--- config.mk ---
export PLATFORM = sky130hd
export DESIGN_NAME = eq_compare_stream
export DESIGN_NICKNAME = d
export VERILOG_FILES = /design/src/rtl/eq_compare_stream.sv
export SDC_FILE = /design/constraint.sdc
export NUM_CORES = 1
export LEC_CHECK = 0
export ABC_AREA = 1
export BUFFER_PORTS_ARGS = -buffer_cell sky130_fd_sc_hd__buf_2
export CORE_UTILIZATION = 45
export DETAILED_ROUTE_END_ITERATION = 7
export GPL_TIMING_DRIVEN = 0
export PLACE_DENSITY = 0.67
export RECOVER_POWER = 50
export SYNTH_ARGS = -nofsm -noshare
export SYNTH_HDL_FRONTEND = slang
export SYNTH_SLANG_ARGS = --single-unit
--- constraint.sdc ---
create_clock -name clk -period 2.35 [get_ports clk]
set_clock_uncertainty 0.2 [all_clocks]
set_input_delay 0.47 -clock clk [delete_from_list [all_inputs] [get_ports clk]]
set_output_delay 0.47 -clock clk [all_outputs]
set_load 0.01 [all_outputs]
--- src/rtl/eq_compare_stream.sv ---
// eq_compare_stream
//   Registered byte-equality stage. Operand pairs arrive over a valid/ready
//   handshake. Each accepted pair produces one registered result: the
//   equality flag, the index of the lowest differing bit, and a run-hit flag.
//   The stage also keeps saturating match/miss statistics.
//
// Handshake (both sides): a transfer happens on a rising edge where valid
//   and ready are both 1. A producer holds valid and its payload until that
//   edge. in_ready = !out_valid || out_ready, so the single output register
//   can be drained and reloaded in the same cycle with no bubble.
//
// Ports
//   clk, rst_n          clock, asynchronous active-low reset
//   in_valid/in_ready   input handshake for operands a, b
//   clr                 synchronous clear of counters and run state
//   out_valid/out_ready output handshake for out_eq, out_diff_idx, out_run_hit
//   match_cnt/miss_cnt  saturating counts of accepted equal/unequal pairs
module eq_compare_stream #(
  parameter int WIDTH   = 8,
  parameter int CNT_W   = 16,
  parameter int RUN_LEN = 4
) (
  input  logic                     clk,
  input  logic                     rst_n,
  input  logic                     in_valid,
  output logic                     in_ready,
  input  logic [WIDTH-1:0]         a,
  input  logic [WIDTH-1:0]         b,
  input  logic                     clr,
  output logic                     out_valid,
  input  logic                     out_ready,
  output logic                     out_eq,
  output logic [$clog2(WIDTH)-1:0] out_diff_idx,
  output logic                     out_run_hit,
  output logic [CNT_W-1:0]         match_cnt,
  output logic [CNT_W-1:0]         miss_cnt
);

  localparam int         IDX_W   = $clog2(WIDTH);
  localparam logic [7:0] RUN_MAX = 8'(RUN_LEN);
  localparam logic [7:0] RUN_PRE = 8'(RUN_LEN - 1);
  localparam logic [CNT_W-1:0] CNT_MAX = {CNT_W{1'b1}};

  logic [WIDTH-1:0] diff;
  logic             diff_eq;
  logic [IDX_W-1:0] diff_idx;
  logic             accept;
  logic             run_hit;
  logic [7:0]       run_cnt;

  assign in_ready = !out_valid || out_ready;
  assign accept   = in_valid && in_ready;
  assign diff     = a ^ b;
  assign diff_eq  = (diff == '0);

  // Scan from the top down so the last assignment is the lowest set bit.
  always_comb begin
    diff_idx = '0;
    for (int i = WIDTH - 1; i >= 0; i--) begin
      if (diff[i]) diff_idx = IDX_W'(i);
    end
  end

  // Hit only on the step from RUN_LEN-1 to RUN_LEN; a clear in the same
  // cycle suppresses it because the pair is not counted.
  assign run_hit = diff_eq && !clr && (run_cnt == RUN_PRE);

  // Output register: reload on accept, otherwise drop valid on drain.
  always_ff @(posedge clk or negedge rst_n) begin
    if (!rst_n) begin
      out_valid    <= 1'b0;
      out_eq       <= 1'b0;
      out_diff_idx <= '0;
      out_run_hit  <= 1'b0;
    end else if (accept) begin
      out_valid    <= 1'b1;
      out_eq       <= diff_eq;
      out_diff_idx <= diff_idx;
      out_run_hit  <= run_hit;
    end else if (out_ready) begin
      out_valid    <= 1'b0;
    end
  end

  // Statistics and run state update on input accept, never on drain.
  always_ff @(posedge clk or negedge rst_n) begin
    if (!rst_n) begin
      match_cnt <= '0;
      miss_cnt  <= '0;
      run_cnt   <= '0;
    end else if (clr) begin
      match_cnt <= '0;
      miss_cnt  <= '0;
      run_cnt   <= '0;
    end else if (accept) begin
      if (diff_eq) begin
        if (match_cnt != CNT_MAX) match_cnt <= match_cnt + 1'b1;
        if (run_cnt != RUN_MAX)   run_cnt   <= run_cnt + 8'd1;
      end else begin
        if (miss_cnt != CNT_MAX) miss_cnt <= miss_cnt + 1'b1;
        run_cnt <= '0;
      end
    end
  end

endmodule

==> out/results.ini <==
[power]
power_per_cell_area_mw_per_mm2 = 452
leakagePower_nw = 1.99
power.ir.vdd_worst_uv = 265

[yosys]
synth_commonest_cells = 192 x sky130_fd_sc_hd__nand2_1, 63 x sky130_fd_sc_hd__nor2_1, 54 x sky130_fd_sc_hd__nand3_1
syn-instance-count = 489
main_combinational_cell_family_by_area_after_synthesis = simple AND/OR/NAND/NOR gates
yosys_register_bits = 46
post-synth-top-area-cell = sky130_fd_sc_hd__dfrtp_1
synth_edf_count = 0
synth_xor_area_share_pct = 4.62
synth_ff_type = sky130_fd_sc_hd__dfrtp_1
total_standard_cell_area_after_synthesis_sq_mm = 0.00323
mappedNetlistNets = 514
synth_mux_area_share_pct = 0
post_synthesis_average_cell_area_sq_um = 6.60
synth.area.top_cells = sky130_fd_sc_hd__dfrtp_1 36%, sky130_fd_sc_hd__nand2_1 22%, sky130_fd_sc_hd__nand3_1 8.4%, sky130_fd_sc_hd__nor2_1 7.3%, sky130_fd_sc_hd__inv_1 4.8%
yosysTopAreaCellShare_pct = 35.7
synth_sequential_area_ratio_pct = 35.7
synth_compound_area_share_pct = 3.14
async_reset_ff_share_pct = 100
synth_adder_area_share_pct = 1.55
yosys.area_share.simple_pct = 47.2
yosys.cell_count.top_type = sky130_fd_sc_hd__nand2_1
synthesis.yosys.warnings = 0
post_synth_num_cell_types = 30

[layout]
postLayoutCoreUtil_pct = 54.2
drive_gt1_share_pct = 14.8
finalInstanceArea_sq_mm = 0.00372
synthToLayoutAreaGrowth_pct = 15.4
nNetsFinal = 579
n_antenna_cell = 0

[sta]
grt_setup_unrepaired = false
worst_slack_ns = 0.301
aggregate_negative_setup_slack_ns = 0
relSlewSlack_pct = 22.2
slew_viols_final = 0
timing.final.crit_period_ns = 2.05
report.final.hold_viol_count = 0
fmaxAchievable_mhz = 488
timing_worst_slew_pin_value_ns = 1.17
setup-violations-final = 0
layout_worst_path_cycle_share_pct = 87.2

[global_route]
pin_count_of_the_biggest_net_entering_global_routing = 47
grt_pass1_vias = 2849
antenna_found_initial = 0
global_route_wire_length_before_repair_mm = 12.8
gr-total-overflow = 0
grt_usage_pct = 21.1

[place]
gp_congestion = 0.838
place_hpwl_mm = 5.44
numPortBuffers = 58
placed_cell_area_sq_mm = 0.00364
preCtsSetupSlack_ns = 0.317

[worst_setup_path]
regToRegStartpoint = miss_cnt[0]
regToRegSetupSlack_ns = 0.30
worst-path-max-fanout = 10
worstRegToRegCells = 9
max_stage_delay_cell_worst_path = sky130_fd_sc_hd__dfrtp_1
end_kind = flop
data_required_time_of_the_critical_path_ns = 2.33
startpoint = miss_cnt[0]
slowest_delay_ns = 0.49
worst_ep_arrival_time_ns = 2.03
criticalPathCategory = reg2reg
critical_path_buf_inv_count = 1
crit_path_max_delay_family = simple AND/OR/NAND/NOR gates
crit_path_start_kind = flop
r2r_end = miss_cnt[1]
crit_path_cell_trace = ha_1, nand3_4, nor2_4, nand4_4, nand3_4, nand2_4, buf_6, nand2_1, nand2_1

[route]
ant_nets = 0
detail_route.wirelength_mm = 7.25
vias_per_cell = 4.86
post_drt_wl_per_cell_um = 11.1
dr.pass1.iters = 4
first_iter_violations = 93
drcViolationCount = 0
via_count = 3167

[floorplanning]
core_sq_mm = 0.00687
top_level_ports = 60
placement_row_count = 30
chipWidth_um = 86.7
effective_utilization_at_floorplan_pct = 47.0
floorplan_die_area_sq_mm = 0.00751
chipHeight_um = 86.7

[clock_network]
numCtsBuffers = 5
postCtsSetupRepairBufs = 0
cts_buffer_depth = 2
cts_resized = 0
clk_transition_reported_paths_ns = 0.10
htreeDepth = 2
cts_root_buf = sky130_fd_sc_hd__clkbuf_8
cts.sink_count = 46
tritoncts_clock_tree = done
number_of_buffers_inserted_by_hold_repair_at_cts = 0
insertion_delay_ns = 0.30

[run]
number_of_maximum_capacitance_violations = 0

[outcome]
result_of_the_run = complete, no violations

[min_path]
worst_hold_path_type = in2async

-- cell families after synthesis --
group / count (synthesis)
buf+inv: 58
compound gates: 17
fa+ha+maj: 4
simple gates: 347
xor+xnor: 17
flops: 46
-- power breakdown --
group / switching, mW / internal [mW]
registers: 0.0299 / 0.816
clock network: 0.272 / 0.319
logic: 0.161 / 0.0840
-- cell usage in the layout (no fill, tap or decap), drive strengths merged --
cell / instances
bufinv: 1
ha: 4
a21oi: 5
o21a: 1
nand2: 200
inv: 45
o21ai: 7
nor2: 70
xor2: 13
nand4: 8
o21bai: 4
nor3b: 1
nand3b: 2
dfrtp: 46
buf: 53
or2: 2
nand3: 56
clkbuf: 25
nor3: 8
xnor2: 4
-- final cells by class --
type                       instances  area, sq um
clock buffer                       7         76.3
inverter                          45          169
sequential                        46         1150
tap                               96          120
timing repair buffer              58          274
fill                             712         3150
buffer                            13         83.8
clock inverter                     1         30.0
multi-input combinational        385         1820
-- stage by stage --
stage	instances	power, mW	hold slack (ns)
2_1_floorplan	489	1.01	-0.0256
3_3_place_gp	643	1.11	0.262
3_5_place_dp	643	1.12	0.260
4_1_cts	651	1.71	0.201
5_1_grt	651	1.76	0.307
6_report	651	1.68	0.192
-- registers in the layout (all words and copies together) (netlist names) --
signal,cells
match_cnt,16
miss_cnt,16
out_diff_idx,3
out_eq,1
out_run_hit,1
out_valid,1
run_cnt,8
-- how the worst max path moves through the flow --
stage                     cells after the start  slack, ns      endpoint
after detailed placement                      9       0.32   miss_cnt[8]
final                                         9       0.30   miss_cnt[1]
after CTS                                     9       0.29   miss_cnt[1]
after global placement                        9       0.33  miss_cnt[15]
after global routing                          9       0.17   miss_cnt[8]
after floorplan                               9       0.52   miss_cnt[2]
-- layer usage --
| layer | track usage, % | up-vias | share of wire, % |
|---|---|---|---|
| li1 | - | 1653 | - |
| met1 | 27.5 | 1444 | 47 |
| met2 | 37.5 | 63 | 49 |
| met3 | 2.86 | 7 | 3.0 |
| met4 | 4.09 | 0 | 0.83 |
| met5 | 0 | - | 0 |
(Power assumes the default switching activity.)
